$ cat src/rtl/fetch_ctrl_if.sv
`default_nettype none
// +----------------------------------------------------------------------------+
// | Module   : fetch_ctrl_if                                                   |
// | Purpose  : Bundles the PC, instruction-memory, decode and redirect signals |
// |            of the fetch controller.                                        |
// | Modports : master - the fetch controller (drives PC control, memory       |
// |                     request, instruction and counters)                    |
// |            slave  - the surrounding PC / memory / decode environment       |
// | Revision : 1.0 - initial release                                           |
// +----------------------------------------------------------------------------+
interface fetch_ctrl_if;
   // PC side
   logic [31:0] pc_addr;
   logic        pc_rst;
   logic        inc_pc;
   logic        jump;
   logic [31:0] jump_addr;
   logic        branch;
   logic [31:0] branch_addr;
   // instruction memory read handshake
   logic        mem_req;
   logic [31:0] mem_addr;
   logic        mem_ack;
   logic [31:0] mem_rdata;
   // decode handshake and redirect request
   logic [31:0] instr;
   logic        instr_valid;
   logic        instr_ready;
   logic        redir_jump;
   logic        redir_branch;
   logic [31:0] redir_target;
   // statistics
   logic [31:0] fetch_cnt;
   logic [7:0]  err_cnt;

   modport master (
      input  pc_addr, mem_ack, mem_rdata, instr_ready,
             redir_jump, redir_branch, redir_target,
      output pc_rst, inc_pc, jump, jump_addr, branch, branch_addr,
             mem_req, mem_addr, instr, instr_valid, fetch_cnt, err_cnt
   );

   modport slave (
      output pc_addr, mem_ack, mem_rdata, instr_ready,
             redir_jump, redir_branch, redir_target,
      input  pc_rst, inc_pc, jump, jump_addr, branch, branch_addr,
             mem_req, mem_addr, instr, instr_valid, fetch_cnt, err_cnt
   );
endinterface
`default_nettype wire

$ cat src/rtl/fetch_ctrl.sv
`default_nettype none
// +----------------------------------------------------------------------------+
// | Module   : fetch_ctrl                                                      |
// | Purpose  : Instruction fetch sequencer. Resets the PC, requests each       |
// |            instruction from memory (with timeout/retry), hands it to      |
// |            decode, applies any jump/branch redirect and strobes the PC.   |
// | Ports    : clk  - single clock, all state changes on its rising edge      |
// |            rst  - synchronous active-low reset                             |
// |            bus  - fetch_ctrl_if.master (PC control, memory handshake,      |
// |                   decode handshake, redirect inputs, fetch/error counters)|
// | Params   : TIMEOUT - FETCH cycles to wait for mem_ack before retry (2..255)|
// | Revision : 1.0 - initial release                                           |
// +----------------------------------------------------------------------------+
module fetch_ctrl #(
   parameter int unsigned TIMEOUT = 16
) (
   input  logic         clk,
   input  logic         rst,
   fetch_ctrl_if.master bus
);

   typedef enum logic [2:0] {
      S_IDLE  = 3'd0,
      S_FETCH = 3'd1,
      S_RETRY = 3'd2,
      S_HOLD  = 3'd3,
      S_SETUP = 3'd4,
      S_PULSE = 3'd5
   } state_t;

   // Wait counter value of the last FETCH cycle before a timeout
   localparam logic [7:0] WAIT_LAST = 8'(TIMEOUT - 1);

   state_t      state_q,       state_d;
   logic        pc_rst_q,      pc_rst_d;
   logic        inc_pc_q,      inc_pc_d;
   logic        jump_q,        jump_d;
   logic [31:0] jump_addr_q,   jump_addr_d;
   logic        branch_q,      branch_d;
   logic [31:0] branch_addr_q, branch_addr_d;
   logic        mem_req_q,     mem_req_d;
   logic [31:0] mem_addr_q,    mem_addr_d;
   logic [31:0] instr_q,       instr_d;
   logic        instr_valid_q, instr_valid_d;
   logic [31:0] fetch_cnt_q,   fetch_cnt_d;
   logic [7:0]  err_cnt_q,     err_cnt_d;
   logic [7:0]  wait_q,        wait_d;

   always_comb begin
      state_d       = state_q;
      pc_rst_d      = pc_rst_q;
      inc_pc_d      = inc_pc_q;
      jump_d        = jump_q;
      jump_addr_d   = jump_addr_q;
      branch_d      = branch_q;
      branch_addr_d = branch_addr_q;
      mem_req_d     = mem_req_q;
      mem_addr_d    = mem_addr_q;
      instr_d       = instr_q;
      instr_valid_d = instr_valid_q;
      fetch_cnt_d   = fetch_cnt_q;
      err_cnt_d     = err_cnt_q;
      wait_d        = wait_q;

      case (state_q)
         S_IDLE: begin
            // pc_rst has been high since reset; the PC now holds 0
            pc_rst_d   = 1'b0;
            mem_addr_d = bus.pc_addr;
            mem_req_d  = 1'b1;
            wait_d     = 8'd0;
            state_d    = S_FETCH;
         end
         S_FETCH: begin
            // An ack on the final wait cycle still completes the fetch
            if (bus.mem_ack) begin
               instr_d       = bus.mem_rdata;
               instr_valid_d = 1'b1;
               mem_req_d     = 1'b0;
               state_d       = S_HOLD;
            end else if (wait_q == WAIT_LAST) begin
               mem_req_d = 1'b0;
               if (err_cnt_q != 8'hFF) begin
                  err_cnt_d = err_cnt_q + 8'd1;
               end
               state_d   = S_RETRY;
            end else begin
               wait_d = wait_q + 8'd1;
            end
         end
         S_RETRY: begin
            // Re-request the same mem_addr after a one-cycle gap
            mem_req_d = 1'b1;
            wait_d    = 8'd0;
            state_d   = S_FETCH;
         end
         S_HOLD: begin
            if (bus.instr_ready) begin
               instr_valid_d = 1'b0;
               fetch_cnt_d   = fetch_cnt_q + 32'd1;
               // Jump wins over branch so the two are never both set
               if (bus.redir_jump) begin
                  jump_d      = 1'b1;
                  jump_addr_d = bus.redir_target;
               end else if (bus.redir_branch) begin
                  branch_d      = 1'b1;
                  branch_addr_d = bus.redir_target;
               end
               state_d = S_SETUP;
            end
         end
         S_SETUP: begin
            // jump/branch and their addresses have been stable for a full
            // cycle before the PC sees the strobe
            inc_pc_d = 1'b1;
            state_d  = S_PULSE;
         end
         S_PULSE: begin
            // The PC updated on the inc_pc rising edge, so pc_addr is current
            inc_pc_d   = 1'b0;
            jump_d     = 1'b0;
            branch_d   = 1'b0;
            mem_addr_d = bus.pc_addr;
            mem_req_d  = 1'b1;
            wait_d     = 8'd0;
            state_d    = S_FETCH;
         end
         default: begin
            state_d = S_IDLE;
         end
      endcase
   end

   always_ff @(posedge clk) begin
      if (!rst) begin
         state_q       <= S_IDLE;
         pc_rst_q      <= 1'b1;
         inc_pc_q      <= 1'b0;
         jump_q        <= 1'b0;
         jump_addr_q   <= 32'd0;
         branch_q      <= 1'b0;
         branch_addr_q <= 32'd0;
         mem_req_q     <= 1'b0;
         mem_addr_q    <= 32'd0;
         instr_q       <= 32'd0;
         instr_valid_q <= 1'b0;
         fetch_cnt_q   <= 32'd0;
         err_cnt_q     <= 8'd0;
         wait_q        <= 8'd0;
      end else begin
         state_q       <= state_d;
         pc_rst_q      <= pc_rst_d;
         inc_pc_q      <= inc_pc_d;
         jump_q        <= jump_d;
         jump_addr_q   <= jump_addr_d;
         branch_q      <= branch_d;
         branch_addr_q <= branch_addr_d;
         mem_req_q     <= mem_req_d;
         mem_addr_q    <= mem_addr_d;
         instr_q       <= instr_d;
         instr_valid_q <= instr_valid_d;
         fetch_cnt_q   <= fetch_cnt_d;
         err_cnt_q     <= err_cnt_d;
         wait_q        <= wait_d;
      end
   end

   assign bus.pc_rst      = pc_rst_q;
   assign bus.inc_pc      = inc_pc_q;
   assign bus.jump        = jump_q;
   assign bus.jump_addr   = jump_addr_q;
   assign bus.branch      = branch_q;
   assign bus.branch_addr = branch_addr_q;
   assign bus.mem_req     = mem_req_q;
   assign bus.mem_addr    = mem_addr_q;
   assign bus.instr       = instr_q;
   assign bus.instr_valid = instr_valid_q;
   assign bus.fetch_cnt   = fetch_cnt_q;
   assign bus.err_cnt     = err_cnt_q;

endmodule
`default_nettype wire
$ cat src/flat_wrapper.sv
// flat-port wrapper written by rule: the top's interface ports become plain ports
module fetch_ctrl_flat 
#(
   parameter int unsigned TIMEOUT = 16
)
  (clk, rst, bus_pc_addr, bus_mem_ack, bus_mem_rdata, bus_instr_ready, bus_redir_jump, bus_redir_branch, bus_redir_target, bus_pc_rst, bus_inc_pc, bus_jump, bus_jump_addr, bus_branch, bus_branch_addr, bus_mem_req, bus_mem_addr, bus_instr, bus_instr_valid, bus_fetch_cnt, bus_err_cnt);
  fetch_ctrl_if bus_i ();
  input  logic clk;
  input  logic rst;
  input wire logic [$bits(bus_i.pc_addr)-1:0] bus_pc_addr;
  input wire logic [$bits(bus_i.mem_ack)-1:0] bus_mem_ack;
  input wire logic [$bits(bus_i.mem_rdata)-1:0] bus_mem_rdata;
  input wire logic [$bits(bus_i.instr_ready)-1:0] bus_instr_ready;
  input wire logic [$bits(bus_i.redir_jump)-1:0] bus_redir_jump;
  input wire logic [$bits(bus_i.redir_branch)-1:0] bus_redir_branch;
  input wire logic [$bits(bus_i.redir_target)-1:0] bus_redir_target;
  output wire logic [$bits(bus_i.pc_rst)-1:0] bus_pc_rst;
  output wire logic [$bits(bus_i.inc_pc)-1:0] bus_inc_pc;
  output wire logic [$bits(bus_i.jump)-1:0] bus_jump;
  output wire logic [$bits(bus_i.jump_addr)-1:0] bus_jump_addr;
  output wire logic [$bits(bus_i.branch)-1:0] bus_branch;
  output wire logic [$bits(bus_i.branch_addr)-1:0] bus_branch_addr;
  output wire logic [$bits(bus_i.mem_req)-1:0] bus_mem_req;
  output wire logic [$bits(bus_i.mem_addr)-1:0] bus_mem_addr;
  output wire logic [$bits(bus_i.instr)-1:0] bus_instr;
  output wire logic [$bits(bus_i.instr_valid)-1:0] bus_instr_valid;
  output wire logic [$bits(bus_i.fetch_cnt)-1:0] bus_fetch_cnt;
  output wire logic [$bits(bus_i.err_cnt)-1:0] bus_err_cnt;
  assign bus_i.pc_addr = bus_pc_addr;
  assign bus_i.mem_ack = bus_mem_ack;
  assign bus_i.mem_rdata = bus_mem_rdata;
  assign bus_i.instr_ready = bus_instr_ready;
  assign bus_i.redir_jump = bus_redir_jump;
  assign bus_i.redir_branch = bus_redir_branch;
  assign bus_i.redir_target = bus_redir_target;
  assign bus_pc_rst = bus_i.pc_rst;
  assign bus_inc_pc = bus_i.inc_pc;
  assign bus_jump = bus_i.jump;
  assign bus_jump_addr = bus_i.jump_addr;
  assign bus_branch = bus_i.branch;
  assign bus_branch_addr = bus_i.branch_addr;
  assign bus_mem_req = bus_i.mem_req;
  assign bus_mem_addr = bus_i.mem_addr;
  assign bus_instr = bus_i.instr;
  assign bus_instr_valid = bus_i.instr_valid;
  assign bus_fetch_cnt = bus_i.fetch_cnt;
  assign bus_err_cnt = bus_i.err_cnt;
  fetch_ctrl #(.TIMEOUT(TIMEOUT)) u_core (.clk(clk), .rst(rst), .bus(bus_i));
endmodule
$ cat config.mk
export PLATFORM = sky130hd
export DESIGN_NAME = fetch_ctrl_flat
export DESIGN_NICKNAME = d
export VERILOG_FILES = /design/src/rtl/fetch_ctrl_if.sv /design/src/rtl/fetch_ctrl.sv /design/src/flat_wrapper.sv
export SDC_FILE = /design/constraint.sdc
export NUM_CORES = 1
export LEC_CHECK = 0
export CAP_MARGIN = 20
export CORE_MARGIN = 4
export CORE_UTILIZATION = 35
export CTS_CLUSTER_DIAMETER = 100
export DETAILED_ROUTE_END_ITERATION = 8
export PLACE_DENSITY = 0.69
export SLEW_MARGIN = 20
export SYNTH_ARGS = -nofsm -noshare
export SYNTH_HDL_FRONTEND = slang
export SYNTH_SLANG_ARGS = --single-unit
$ cat constraint.sdc
create_clock -name clk -period 2.4 [get_ports clk]
set_clock_uncertainty 0.2 [all_clocks]
set_input_delay 0.36 -clock clk [delete_from_list [all_inputs] [get_ports clk]]
set_output_delay 0.36 -clock clk [all_outputs]
set_load 0.05 [all_outputs]
* After elaboration in Yosys (flattened, before gate mapping) *
Index checks and enable logic that the tools add are counted.

word-level totals
  register bits after elaboration = 185
  input bits = 102
  ROM bits = 0
  output and inout bits = 174
  bits in writable memories = 0
  word-level logic and storage cells = 73
  memories kept = 0
  bits in latches = 0

cells by class
  order comparisons = 0
  multiplexer cells = 21
  reduce and logical (&&, ||, !) cells = 18
  multiply operators = 0
  shift operators = 0
  add/sub/neg operators = 3
  eq/ne operators = 15
  divide/modulo/power cells = 0
  bitwise operators = 2

operators by type and width
  operator                                                               number
  32-bit by 1-bit adder with 32-bit output, second input constant        1
  8-bit by 1-bit adder with 8-bit output, second input constant          2
  8-bit two-way mux                                                      2
  8-bit case mux with 2 select lines                                     1
  2-bit != test, second input constant                                   7
  3-bit case mux with 4 select lines                                     1
  3-bit AND reduction                                                    4
  4-bit AND reduction                                                    3
  1-bit case mux with 2 select lines                                     5
  1-bit two-way mux                                                      9
  3-bit two-way mux                                                      3
  8-bit by 4-bit equality test with 1-bit output, second input constant  1
  8-bit != test, second input constant                                   1
  2-bit AND reduction                                                    4
  2-bit nonzero test                                                     4
  3-bit by 2-bit equality test with 1-bit output, second input constant  2
  3-bit equality test, second input constant                             2
  3-bit by 1-bit equality test with 1-bit output, second input constant  1
  3-bit logical NOT                                                      1
  3-bit by 2-bit != test with 1-bit output, second input constant        1
  3-bit OR reduction                                                     1
  1-bit inverter                                                         2
  2-bit OR reduction                                                     1

* Depth between registers and ports, before layout *
  depth in word-level cells = 4
  mapped depth = 7
  gate-level depth less buffers = 5

* Worst setup path after synthesis *
No wires, ideal clock.

  path type = register to register
  start point = register u_core.fetch_cnt_q[7] (netlist: u_core.bus.fetch_cnt[7])
  end point = register u_core.fetch_cnt_q[20] (netlist: u_core.bus.fetch_cnt[20])
  setup time = 0.135 ns
  data arrival time = 2.001 ns
  clock period less this slack = 2.336 ns
  path buffers = 2
  slack = 0.064 ns
  cell stages (with the launch flop) = 7
  required time = 2.065 ns
  cells stage by stage = dfxtp_1 -> and3_1 -> clkbuf_1 -> nand4_1 -> clkbuf_1 -> o311ai_0 -> o41ai_1

between the ends
  cells in the longest elaborated chain, start to end = 1

ends and longest elaborated chain
  what                                      RTL line           RTL
  from (decl)                               fetch_ctrl.sv:45   logic [31:0] fetch_cnt_q, fetch_cnt_d;
  from (signal assigned)                    fetch_ctrl.sv:162  fetch_cnt_q <= fetch_cnt_d;
  32-bit by 1-bit adder with 32-bit output  fetch_ctrl.sv:100  fetch_cnt_d = fetch_cnt_q + 32'd1;

Every way passes these cells.
A chain may end at the register's enable or synchronous reset.

* Final worst setup path *
  start point = register u_core.wait_q[4]
  end point = register u_core.err_cnt_q[4] (netlist: u_core.bus.err_cnt[4])

between the ends
  cells in the longest elaborated chain, start to end = 2

ends and longest elaborated chain
  what                                            RTL line           RTL
  from (decl)                                     fetch_ctrl.sv:47   logic [7:0] wait_q, wait_d;
  from (signal assigned)                          fetch_ctrl.sv:164  wait_q <= wait_d;
  8-bit by 4-bit equality test with 1-bit output  fetch_ctrl.sv:81   end else if (wait_q == WAIT_LAST) begin
  4-bit AND reduction (no source line)            -
  to (signal assigned)                            fetch_ctrl.sv:163  err_cnt_q <= err_cnt_d;
  to (decl)                                       fetch_ctrl.sv:46   logic [7:0] err_cnt_q, err_cnt_d;

Every way passes these cells.

==> flow_summary.json <==
{
  "clk_latency_ns": 0.42,
  "synthAdderAreaFrac_pct": 0.5236,
  "setup-violations-final": 0,
  "synth_fp_nets": 994,
  "grt_start_max_net_pins": 88,
  "tightest_slew_ns": 0.5939,
  "wl_um": 21920,
  "period_minus_slack_ns": 2.281,
  "drc_errors": 0,
  "grt_pass1_vias": 6513,
  "drtIter0Drc": 321,
  "max-cap-violations": 0,
  "synthXorXnorAreaFrac_pct": 1.222,
  "cp.arrival_ns": 2.43,
  "cts_resized": 0,
  "slowest_delay_ns": 0.56,
  "cts_made_buffers": 17,
  "yosysSeqAreaShare_pct": 51.66,
  "rsz0062_at_grt": "no",
  "dp_slack_ns": -0.2298,
  "antenna_found_initial": 0,
  "drive_gt1_share_pct": 6.330,
  "cts_tree": "done",
  "critPathLaunchType": "register",
  "dpl.hpwl_um": 15390,
  "ys_types": 52,
  "vias": 7065,
  "critPathCaptureType": "register",
  "finalSetupTns_ns": 0,
  "cts-root-buf": "clkbuf_16",
  "drtAntennaViolNets": 0,
  "crit_slowest_cell": "or4_4",
  "io_pins": 276,
  "hp-class": "reg2reg",
  "powerDensity_nw_per_um2": 625.4,
  "synthesis.area_sq_um": 7169,
  "max_slew_margin_pct": 60.28,
  "yosys_warnings": 0,
  "grt_pass1_wl_um": 33710,
  "drt-vias-per-instance": 4.910,
  "hold_viol": 0,
  "h-tree-depth": 4,
  "fin_hold_ws_ns": 0.2541,
  "cts_hold_buf": 0,
  "p_leak_uw": 0.003752,
  "irDropWorstVdd_uv": 434.2,
  "clk_pin_slew_ns": 0.08,
  "cp_max_fo": 12,
  "fin_crit_sh_pct": 95.03,
  "fp.coreArea_sq_um": 20170,
  "grt_use_total_pct": 18.40,
  "antennaDiodeCount": 0,
  "worst_ep_required_time_ns": 2.55,
  "synthSimpleGateAreaFrac_pct": 25.57,
  "ys_ff_latch": 185,
  "firstDrtPassIters": 5,
  "cts.sinks": 185,
  "die_w_um": 151.1,
  "fin_nets": 1261,
  "grt_overflow": 0,
  "cts_setup_buffers": 0,
  "slew_viol_final": 0,
  "synth-compound-area-share_pct": 16.20,
  "io_buffers": 275,
  "place_congestion": 0.8072,
  "area_growth_pct": 52.77,
  "max_clock_freq_mhz": 438.4,
  "dieArea_sq_um": 22840,
  "syn_inst": 889,
  "synth.avg_cell_area_sq_um": 8.065,
  "clk_path_buf_depth": 2,
  "rows": 52,
  "synthMuxAreaShare_pct": 1.134,
  "setup_slack_ns": 0.1192,
  "wire_per_inst_um": 15.23,
  "status": "completed",
  "die_h_um": 151.1,
  "crit_type": "reg2reg",
  "cp_cell_sequence": "or4_4, or3_4, or4_1, a21oi_1",
  "start_util_pct": 35.55,
  "synth_top_family_by_area": "simple AND/OR/NAND/NOR gates"
}
## state kept, by name (all words and copies together), names as in the netlist
name / flops
u_core.bus.branch_addr: 32
u_core.bus.fetch_cnt: 32
u_core.bus.instr: 32
u_core.bus.jump_addr: 32
u_core.bus.mem_addr: 32
u_core.bus.err_cnt: 8
u_core.wait_q: 8
u_core.state_q: 3
u_core.bus.branch: 1
u_core.bus.inc_pc: 1
u_core.bus.instr_valid: 1
u_core.bus.jump: 1
u_core.bus.mem_req: 1
u_core.bus.pc_rst: 1
## cell families (layout without fill, tap and decap cells)
logic type	after synthesis	count (layout)
AO/OA/AOI/OAI	206	206
XOR/XNOR	10	10
adder cells (fa/ha/maj)	3	3
buffers and inverters	68	348
flip-flops	185	185
multiplexers	8	8
AND/OR/NAND/NOR	409	409
## area by class of cell
cell class | instances | area, sq um
multi-input combinational | 636 | 3211
fill | 1884 | 9216
clock inverter | 14 | 150.1
timing repair buffer | 305 | 3078
tap | 270 | 337.8
inverter | 11 | 43.79
sequential | 185 | 3704
clock buffer | 18 | 429.2
## path summary, 6_finish.rpt
path                       start                     to  slack (ns)  cells after the start
max             u_core.wait_q[4]  u_core.bus.err_cnt[4]        0.12                      4
min          u_core.bus.instr[9]    u_core.bus.instr[9]        0.25                      2
max reg2reg     u_core.wait_q[4]  u_core.bus.err_cnt[4]        0.12                      4
min reg2reg  u_core.bus.instr[9]    u_core.bus.instr[9]        0.25                      2
## synth_stat cells (all sizes together)
library cell	count	area, sq um
nand2	292	1096
a21oi	152	760.7
nor2	14	52.55
o21bai	1	7.510
buf	4	25.02
mux2i	7	70.07
nand4	14	87.58
a311oi	1	8.760
a211oi	2	15.01
dfxtp	185	3704
a21boi	3	22.52
nand2b	14	87.58
a2111oi	1	8.760
a41oi	1	8.760
and4	6	53.80
or2	2	12.51
nor2b	3	18.77
nand3b	3	22.52
a21o	1	7.510
or4	11	87.58
o21ai	14	70.07
nand4b	1	8.760
nor3b	2	15.01
mux2	1	11.26
o21ba	1	10.01
a31oi	2	12.51
o2111a	1	11.26
and3	8	50.05
and2	4	25.02
nor3	5	25.02
or4b	1	13.76
o311ai	8	70.07
nor4	7	43.79
o41ai	9	78.83
or3	9	62.56
and4b	1	10.01
clkbuf	53	198.9
inv	11	41.29
xnor2	4	35.03
ha	3	37.54
nand3	12	60.06
o31ai	8	60.06
a221oi	1	8.760
xor2	6	52.55
## critical path, delay by kind of cell (launching register included)
kind	cells	cell delay, ns
and+or+nand+nor	3	1.52
DFF	1	0.35
AOI/OAI and AO/OA	1	0.14
## power by group
group | leakage (uW) | internal (uW) | switching, uW
Sequential | 0.00150 | 3150 | 40.0
Clock | 0.000286 | 1400 | 1380
Combinational | 0.00196 | 362 | 519
Total | 0.00375 | 4910 | 1940
## cell usage in the layout (no fill, tap or decap), drive strengths merged, types with 2 or more instances in the layout
cell type | synthesis | routed
nand2 | 292 | 292
clkdlybuf4s50 | 0 | 275
dfxtp | 185 | 185
a21oi | 152 | 152
buf | 4 | 30
inv | 11 | 21
clkbuf | 53 | 18
nor2 | 14 | 14
o21ai | 14 | 14
nand2b | 14 | 14
nand4 | 14 | 14
nand3 | 12 | 12
or4 | 11 | 11
o41ai | 9 | 9
or3 | 9 | 9
and3 | 8 | 8
o31ai | 8 | 8
o311ai | 8 | 8
mux2i | 7 | 7
nor4 | 7 | 7
xor2 | 6 | 6
and4 | 6 | 6
nor3 | 5 | 5
and2 | 4 | 4
xnor2 | 4 | 4
clkinv | 0 | 4
nor2b | 3 | 3
nand3b | 3 | 3
a21boi | 3 | 3
ha | 3 | 3
a31oi | 2 | 2
a211oi | 2 | 2
or2 | 2 | 2
nor3b | 2 | 2
## metrics by stage
step / utilization (%) / area, sq um / instances / power, uW
after floorplan: - / 7169 / 889 / 3722
after global placement: 51.43 / 10370 / 1407 / 4135
after detailed placement: 51.43 / 10370 / 1407 / 4142
after CTS: 54.31 / 10950 / 1439 / 6928
after global routing: 54.31 / 10950 / 1439 / 7105
final: 54.31 / 10950 / 1439 / 6850
## routing by layer
layer,global-route usage (%),up-vias,wire (um)
li1,-,3574,-
met1,23.53,3235,9663
met2,28.56,229,9884
met3,7.151,27,1966
met4,5.984,0,401
met5,0,-,0
No activity file was read; power rests on OpenSTA's default activity.
